### config.mk
export PLATFORM = sky130hd
export DESIGN_NAME = piece_stamper
export DESIGN_NICKNAME = d
export VERILOG_FILES = /design/src/rtl/piece_stamper.sv
export SDC_FILE = /design/constraint.sdc
export NUM_CORES = 1
export LEC_CHECK = 0
export BUFFER_PORTS_ARGS = -buffer_cell sky130_fd_sc_hd__buf_2
export CORE_MARGIN = 3
export CORE_UTILIZATION = 23
export CTS_CLUSTER_SIZE = 14
export DETAILED_ROUTE_END_ITERATION = 6
export MAX_ROUTING_LAYER = met4
export PLACE_DENSITY = 0.5
export SLEW_MARGIN = 20
export SYNTH_ARGS = -nofsm -noshare
export SYNTH_HDL_FRONTEND = slang
export SYNTH_SLANG_ARGS = --single-unit
### constraint.sdc
create_clock -name clk -period 5.25 [get_ports clk]
set_clock_uncertainty 0.15 [all_clocks]
set_input_delay 1.05 -clock clk [delete_from_list [all_inputs] [get_ports clk]]
set_output_delay 1.05 -clock clk [all_outputs]
set_load 0.005 [all_outputs]
### src/rtl/piece_stamper.sv
// Stamps a PIECE_N x PIECE_N occupancy mask onto a board memory: collision check,
// place, erase, or check-then-place, with a fixed cycle count per operation.
module piece_stamper #(
    parameter int unsigned BOARD_W = 12,
    parameter int unsigned BOARD_H = 21,
    parameter int unsigned PIECE_N = 4,
    parameter int unsigned DATA_W  = 8,
    parameter int unsigned ADDR_W  = 8
) (
    input  logic                         clk,
    input  logic                         rst,
    input  logic                         start,
    input  logic [1:0]                   mode,
    input  logic [ADDR_W-1:0]            pos_x,
    input  logic [ADDR_W-1:0]            pos_y,
    input  logic [PIECE_N*PIECE_N-1:0]   shape,
    input  logic [DATA_W-1:0]            color,
    output logic                         we,
    output logic [ADDR_W-1:0]            addr,
    output logic [DATA_W-1:0]            wdata,
    input  logic [DATA_W-1:0]            rdata,
    output logic                         busy,
    output logic                         done,
    output logic                         collision
);

    localparam int unsigned NC = PIECE_N * PIECE_N;
    localparam int unsigned KW = (NC > 1) ? $clog2(NC) : 1;
    localparam int unsigned CW = ADDR_W + KW + 1;
    localparam int unsigned PW = 2 * CW;

    localparam logic [1:0] M_CHECK  = 2'b00;
    localparam logic [1:0] M_ERASE  = 2'b10;
    localparam logic [1:0] M_CPLACE = 2'b11;

    typedef enum logic [2:0] {IDLE, RD_ADDR, RD_CMP, WRITE, FINISH} state_t;

    state_t              state_q, state_d;
    logic [KW-1:0]       k_q, k_d;
    logic [1:0]          mode_q, mode_d;
    logic [ADDR_W-1:0]   px_q, px_d, py_q, py_d;
    logic [NC-1:0]       shape_q, shape_d;
    logic [DATA_W-1:0]   color_q, color_d;
    logic                collision_q, collision_d;
    logic                we_q, we_d, busy_q, busy_d, done_q, done_d;
    logic [ADDR_W-1:0]   addr_q, addr_d;
    logic [DATA_W-1:0]   wdata_q, wdata_d;

    logic [CW-1:0]       cur_col, cur_row, nxt_col, nxt_row;
    logic                cur_oob, nxt_oob, cur_last, hit, coll_acc;

    // Board coordinates are widened so pos + box offset never wraps.
    function automatic logic [CW-1:0] cell_col(input logic [ADDR_W-1:0] px, input logic [KW-1:0] k);
        return CW'(px) + (CW'(k) % CW'(PIECE_N));
    endfunction

    function automatic logic [CW-1:0] cell_row(input logic [ADDR_W-1:0] py, input logic [KW-1:0] k);
        return CW'(py) + (CW'(k) / CW'(PIECE_N));
    endfunction

    function automatic logic cell_oob(input logic [CW-1:0] col, input logic [CW-1:0] row);
        return (col >= CW'(BOARD_W)) || (row >= CW'(BOARD_H));
    endfunction

    function automatic logic [ADDR_W-1:0] cell_addr(input logic [CW-1:0] col, input logic [CW-1:0] row);
        logic [PW-1:0] lin;
        lin = PW'(row) * PW'(BOARD_W) + PW'(col);
        return ADDR_W'(lin);
    endfunction

    // Next-state logic; outputs are computed for the state being entered so they register cleanly.
    always_comb begin
        state_d     = state_q;
        k_d         = k_q;
        mode_d      = mode_q;
        px_d        = px_q;
        py_d        = py_q;
        shape_d     = shape_q;
        color_d     = color_q;
        collision_d = collision_q;

        cur_col  = cell_col(px_q, k_q);
        cur_row  = cell_row(py_q, k_q);
        cur_oob  = cell_oob(cur_col, cur_row);
        cur_last = (k_q == KW'(NC - 1));
        hit      = shape_q[k_q] && (cur_oob || (rdata != '0));
        coll_acc = collision_q || hit;

        case (state_q)
            IDLE: begin
                if (start) begin
                    mode_d      = mode;
                    px_d        = pos_x;
                    py_d        = pos_y;
                    shape_d     = shape;
                    color_d     = color;
                    collision_d = 1'b0;
                    k_d         = '0;
                    state_d     = (mode == M_CHECK || mode == M_CPLACE) ? RD_ADDR : WRITE;
                end
            end
            RD_ADDR: state_d = RD_CMP;
            RD_CMP: begin
                collision_d = coll_acc;
                if (cur_last) begin
                    k_d     = '0;
                    state_d = (mode_q == M_CHECK || coll_acc) ? FINISH : WRITE;
                end else begin
                    k_d     = k_q + KW'(1);
                    state_d = RD_ADDR;
                end
            end
            WRITE: begin
                if (shape_q[k_q] && cur_oob) collision_d = 1'b1;
                if (cur_last) begin
                    k_d     = '0;
                    state_d = FINISH;
                end else begin
                    k_d = k_q + KW'(1);
                end
            end
            FINISH: begin
                k_d     = '0;
                state_d = IDLE;
            end
            default: state_d = IDLE;
        endcase

        nxt_col = cell_col(px_d, k_d);
        nxt_row = cell_row(py_d, k_d);
        nxt_oob = cell_oob(nxt_col, nxt_row);

        busy_d  = (state_d == RD_ADDR) || (state_d == RD_CMP) || (state_d == WRITE);
        done_d  = (state_d == FINISH);
        we_d    = (state_d == WRITE) && shape_d[k_d] && !nxt_oob;
        addr_d  = addr_q;
        if (state_d == RD_ADDR || state_d == WRITE) addr_d = nxt_oob ? '0 : cell_addr(nxt_col, nxt_row);
        wdata_d = '0;
        if (state_d == WRITE && mode_d != M_ERASE) wdata_d = color_d;
    end

    always_ff @(posedge clk) begin
        if (rst) begin
            state_q     <= IDLE;
            k_q         <= '0;
            mode_q      <= '0;
            px_q        <= '0;
            py_q        <= '0;
            shape_q     <= '0;
            color_q     <= '0;
            collision_q <= 1'b0;
            we_q        <= 1'b0;
            addr_q      <= '0;
            wdata_q     <= '0;
            busy_q      <= 1'b0;
            done_q      <= 1'b0;
        end else begin
            state_q     <= state_d;
            k_q         <= k_d;
            mode_q      <= mode_d;
            px_q        <= px_d;
            py_q        <= py_d;
            shape_q     <= shape_d;
            color_q     <= color_d;
            collision_q <= collision_d;
            we_q        <= we_d;
            addr_q      <= addr_d;
            wdata_q     <= wdata_d;
            busy_q      <= busy_d;
            done_q      <= done_d;
        end
    end

    assign we        = we_q;
    assign addr      = addr_q;
    assign wdata     = wdata_q;
    assign busy      = busy_q;
    assign done      = done_q;
    assign collision = collision_q;

endmodule

[Yosys cells after proc, flatten, opt, wreduce, memory -nomap -nowiden]
Cells that the tools add are included.
Word-level totals
  register bits after elaboration: 69
  bits of input ports: 53
  output and inout port bits: 20
  word-level logic and storage cells: 90
Cells by class
  multiplexer cells: 27
  add/subtract/negate cells: 6
  eq/ne operators: 13
  order comparisons: 6
  multiply operators: 1
  reductions and logical operators: 23
  bitwise logic cells: 1
Operators by type and width (count)
  8-bit 2-to-1 mux: 7
  8-bit by 2-bit adder with 9-bit output: 4
  16-bit 2-to-1 mux: 2
  9-bit by 4-bit >= comparator with 1-bit output (second input constant): 2
  9-bit by 5-bit >= comparator with 1-bit output (second input constant): 2
  3-bit by 2-bit equality test with 1-bit output (second input constant): 4
  3-bit 2-to-1 mux: 4
  3-bit one-hot mux with 4 select lines: 1
  4-bit one-hot mux with 3 select lines: 1
  4-bit by 5-bit < comparator with 1-bit output (second input constant): 2
  1-bit logical OR: 9
  9-bit by 2-bit multiplier with 6-bit output (second input constant): 1
  8-bit adder: 1
  1-bit binary-select mux with 4-bit select: 2
  4-bit 2-to-1 mux: 2
  8-bit nonzero test: 1
  3-bit by 1-bit equality test with 1-bit output (second input constant): 2
  3-bit equality test (second input constant): 2
  2-bit 2-to-1 mux: 3
  2-bit inequality test (second input constant): 3
  1-bit logical AND: 5
  4-bit by 1-bit adder with 4-bit output (second input constant): 1
  4-bit equality test (second input constant): 1
  2-bit zero test: 2
  other kinds (9): 13

[Depth between registers and ports, before layout]
  word-level depth: 14
  depth in mapped cells: 19
  mapped depth without buffers: 18

[Worst setup path before layout]
OpenSTA, ideal clock, no wires.
  kind: input to register
  start: input start
  end: register addr_q[7] (netlist: addr[7])
  cell stages on the path: 17
  required time: 4.985 ns
  arrival time: 4.886 ns
  buffers on the path: 3
  slack: 0.098 ns
  setup time: 0.115 ns
  cells stage by stage: nor4b_4 buf_2 buf_2 buf_2 nand2_1 nand2_1 ha_1 fa_1 ha_1 fa_1 ha_1 a21oi_1 nor2b_1 o21a_1 o21ai_0 xnor2_1 a31o_1
On the way
  cells in the longest elaborated chain, start to end: 6
  elaborated cells on any way between the ends: 19
  classes of those cells: add/sub: 3; mul: 1; order compare: 2; eq/ne: 2; mux: 9; reduce/logical: 2
RTL lines
  from (decl): line 12  | input logic start,
  8-bit 2-to-1 mux (*): line 91  | if (start) begin
  8-bit 2-to-1 mux (*): line 89  | case (state_q)
  named net py_d[0]: line 41  | logic [ADDR_W-1:0] px_q, px_d, py_q, py_d;
  8-bit by 2-bit adder with 9-bit output (*): line 58  | return CW'(py) + (CW'(k) / CW'(PIECE_N));
  9-bit by 2-bit multiplier with 6-bit output or 9-bit by 5-bit >= comparator with 1-bit output (tied branches): line 67, 62
  8-bit adder or 1-bit logical OR (tied branches): line 67, 62
  8-bit 2-to-1 mux (*): line 137  | if (state_d == RD_ADDR || state_d == WRITE) addr_d = nxt_oob ? '0 : cell_addr(nxt_col, nxt_row);
  to (signal assigned): line 167  | addr_q <= addr_d;
  to (decl): line 46  | logic [ADDR_W-1:0] addr_q, addr_d;
The timed path passes the listed nets; every way through them passes the cells marked *.
A chain may end at the register's enable or synchronous reset.

[Worst setup path after layout]
Same ends and word-level chain as after synthesis.

==> results.md <==
* Status: complete, no violations
* Total wire length at 12,100 um
* Layout cells sized above 1 at 18.8%
* Vias in the first global route at 3,899
* Hold buffer count at cts at 0
* Area of the multi-input gates at 2600 um^2
* Routed Antenna Nets at 0
* CTS sink cnt at 69
* Site Rows at 48
* Inserted Clock Buffers at 9
* Worst-margin pin slew at 0.985 ns
* Power per Cell Area at 319 nW/um^2
* Synth Instances at 500
* Fillers at 1,883
* CTS root buffer: clkbuf_16
* Initial Utilization at 23.8%
* Maximum clock insertion buffer count at 2
* Gr ovfl total at 0
* Final cell count without fillers at 801
* Peak VDD IR at 0.175 mV
* Detailed placement HPWL at 9130 um
* GRT Total Usage at 12.9%
* Hold Startpoint: shape_q[3]$_SDFF_PP0_
* Post-synth top flop: dfxtp_1
* Drt drc at 0
* Post-synth EDFFs at 0
* Startpoint Class: primary input
* P_leak at 2.17 nW
* Reg area at 1380 um^2
* Max Cap Viol at 0
* Distinct cells, synth at 58
* Top-level port count at 73
* Global placement routability congestion at 0.851
* IO Port Bufs at 72
* Largest net degree at the start of global routing at 61
* Htree depth at 3
* CTS tree: built
* DR pass1 iterations at 5
* Commonest non-fill, non-tap cells in the layout: 78 x nand2_1, 72 x buf_2, 69 x dfxtp_1, 44 x a21oi_1, 32 x nor2_1
* Syn_area_per_cell at 8.36 um^2
* Clock latency on the worst-skew pair at 0.34 ns
* Placed Area at 4800 um^2
* Crit Path Class: primary input to register
* HP Class: register to register
* Die area at 19,800 um^2
* Critical path endpoint category: register
* Post-CTS Setup Bufs at 0
* CP arrival at 4.90 ns
* Most common cell after layout, fill and taps aside: nand2_1
* Slew Viols, Final at 0
* Asr flop ratio synth at 0%
* Reg2reg start: state_q[1]$_SDFF_PP0_
* DRT iter0 DRCs at 259
* CTS resizes at 0
* Fin util at 29.2%
* CP Launch Point: start
* DR vias/cell at 4.80
* WP data required at 5.34 ns
* Routed length per instance at 15.1 um
* Period utilisation layout at 91.6%
* Initial antenna violation count at 1
* Area growth, synth to finish at 22.5%
* Seq/Total Area, Yosys at 33.1%
* Fin crit period at 4.81 ns
* Mapped Nets at 582
* Final net count at 652
* Synth area leaders: dfxtp_1 33%, nand2_1 7.0%, ha_1 6.9%
* Die Height at 141 um
* X dimension of the die at 141 um
* Core area at 17,500 um^2
* Via count at 3,843
* Dpl cells at 784
* Post-Syn Area at 4180 um^2
* RSZ-0062 raised after global routing: false
* Clock-pin slew on the worst setup and hold paths at 0.06 ns
* Setup TNS at 0 ns
* Hold Violations, Final at 0
* Yosys reg bits at 69
* Fmax achieved at 208 MHz
* Fin area at 5120 um^2
* Setup violators final at 0
* Global-route wire length before repair at 19,900 um
* Yosys warns at 0
* Synth area leader: dfxtp_1
* Relative slew slack at 34.3%
* Post-synth top area share at 33.1%
* CP Max Fanout at 5
per-stage QoR:
step / power (mW) / hold slack [ns] / worst slack, ns
2_1_floorplan: 0.879 / 0.292 / 0.0983
3_3_place_gp: 1.00 / 0.310 / 0.198
3_5_place_dp: 1.01 / 0.312 / 0.111
4_1_cts: 1.66 / 0.320 / 0.468
5_1_grt: 1.73 / 0.351 / 0.247
6_report: 1.63 / 0.319 / 0.439
sequential cells by signal, summed over array words and instances (netlist names):
register   count
wdata          8
done           1
state_q        3
shape_q       16
we             1
k_q            4
py_q           8
collision      1
px_q           8
color_q        8
busy           1
mode_q         2
addr           8
cells by family (layout without fill, tap and decap cells):
| family | Yosys count | count (layout) | synth area share (%) |
|---|---|---|---|
| buffers and inverters | 50 | 125 | 4.70 |
| AOI/OAI and AO/OA | 119 | 119 | 19.3 |
| adders and majority gates | 29 | 29 | 9.76 |
| DFF | 69 | 69 | 33.1 |
| and+or+nand+nor | 185 | 185 | 21.7 |
| xor gates and xnor gates | 22 | 22 | 4.61 |
| other | 0 | 1 | 0 |
| muxes | 26 | 26 | 6.83 |
area by class of cell:
type	count	share of cell area, %
multi-input cells	381	50.8
flip-flops and latches	69	27.0
repair buffers	83	8.66
well taps	225	5.50
clock buffers	11	4.94
inverters	26	1.91
clock inverters	5	1.15
diodes	1	0.0489
cell usage after synthesis (all sizes together), types with 8 or more instances:
| master | count |
|---|---|
| inv | 26 |
| nand3 | 14 |
| mux2i | 24 |
| nor2 | 32 |
| and3 | 9 |
| a21oi | 44 |
| nand4 | 10 |
| xor2 | 8 |
| a21o | 11 |
| ha | 23 |
| nor2b | 8 |
| clkbuf | 16 |
| o21ai | 16 |
| nor3 | 13 |
| nand2 | 79 |
| buf | 8 |
| xnor2 | 14 |
| a2111oi | 10 |
| a31o | 9 |
| dfxtp | 69 |
worst paths after layout:
| kind | end | slack (ns) | cells after the start |
|---|---|---|---|
| worst min-delay path | shape_q[3]$_SDFF_PP0_ | 0.32 | 2 |
| worst min register to register | shape_q[3]$_SDFF_PP0_ | 0.32 | 2 |
| worst max-delay path | addr[7]$_SDFFE_PP0P_ | 0.44 | 15 |
| worst max register to register | addr[7]$_SDFFE_PP0P_ | 0.62 | 14 |
per-layer routing:
layer	GRT usage (%)	part of all wire, %
met3	3.39	4.8
met1	16.4	47
met4	3.88	1.5
met2	20.0	47
met5	-	0
critical path: stages:
cell	delay, ns
buf_2	0.13
or4b_1	0.51
nand2_1	0.13
nand2_1	0.06
ha_1	0.22
fa_1	0.43
xnor2_1	0.54
fa_1	0.51
ha_1	0.35
a21oi_1	0.24
nor2b_1	0.08
o21a_1	0.17
o21ai_0	0.19
xnor2_1	0.10
a31o_1	0.21
power by group:
| group | switching (mW) | internal [mW] | leakage [nW] | total, mW |
|---|---|---|---|---|
| logic | 0.236 | 0.163 | 1.46 | 0.399 |
| clock network | 0.245 | 0.394 | 0.148 | 0.639 |
| registers | 0.0346 | 0.562 | 0.563 | 0.596 |
| total | 0.516 | 1.12 | 2.17 | 1.63 |
No activity file was read; power rests on OpenSTA's default activity.
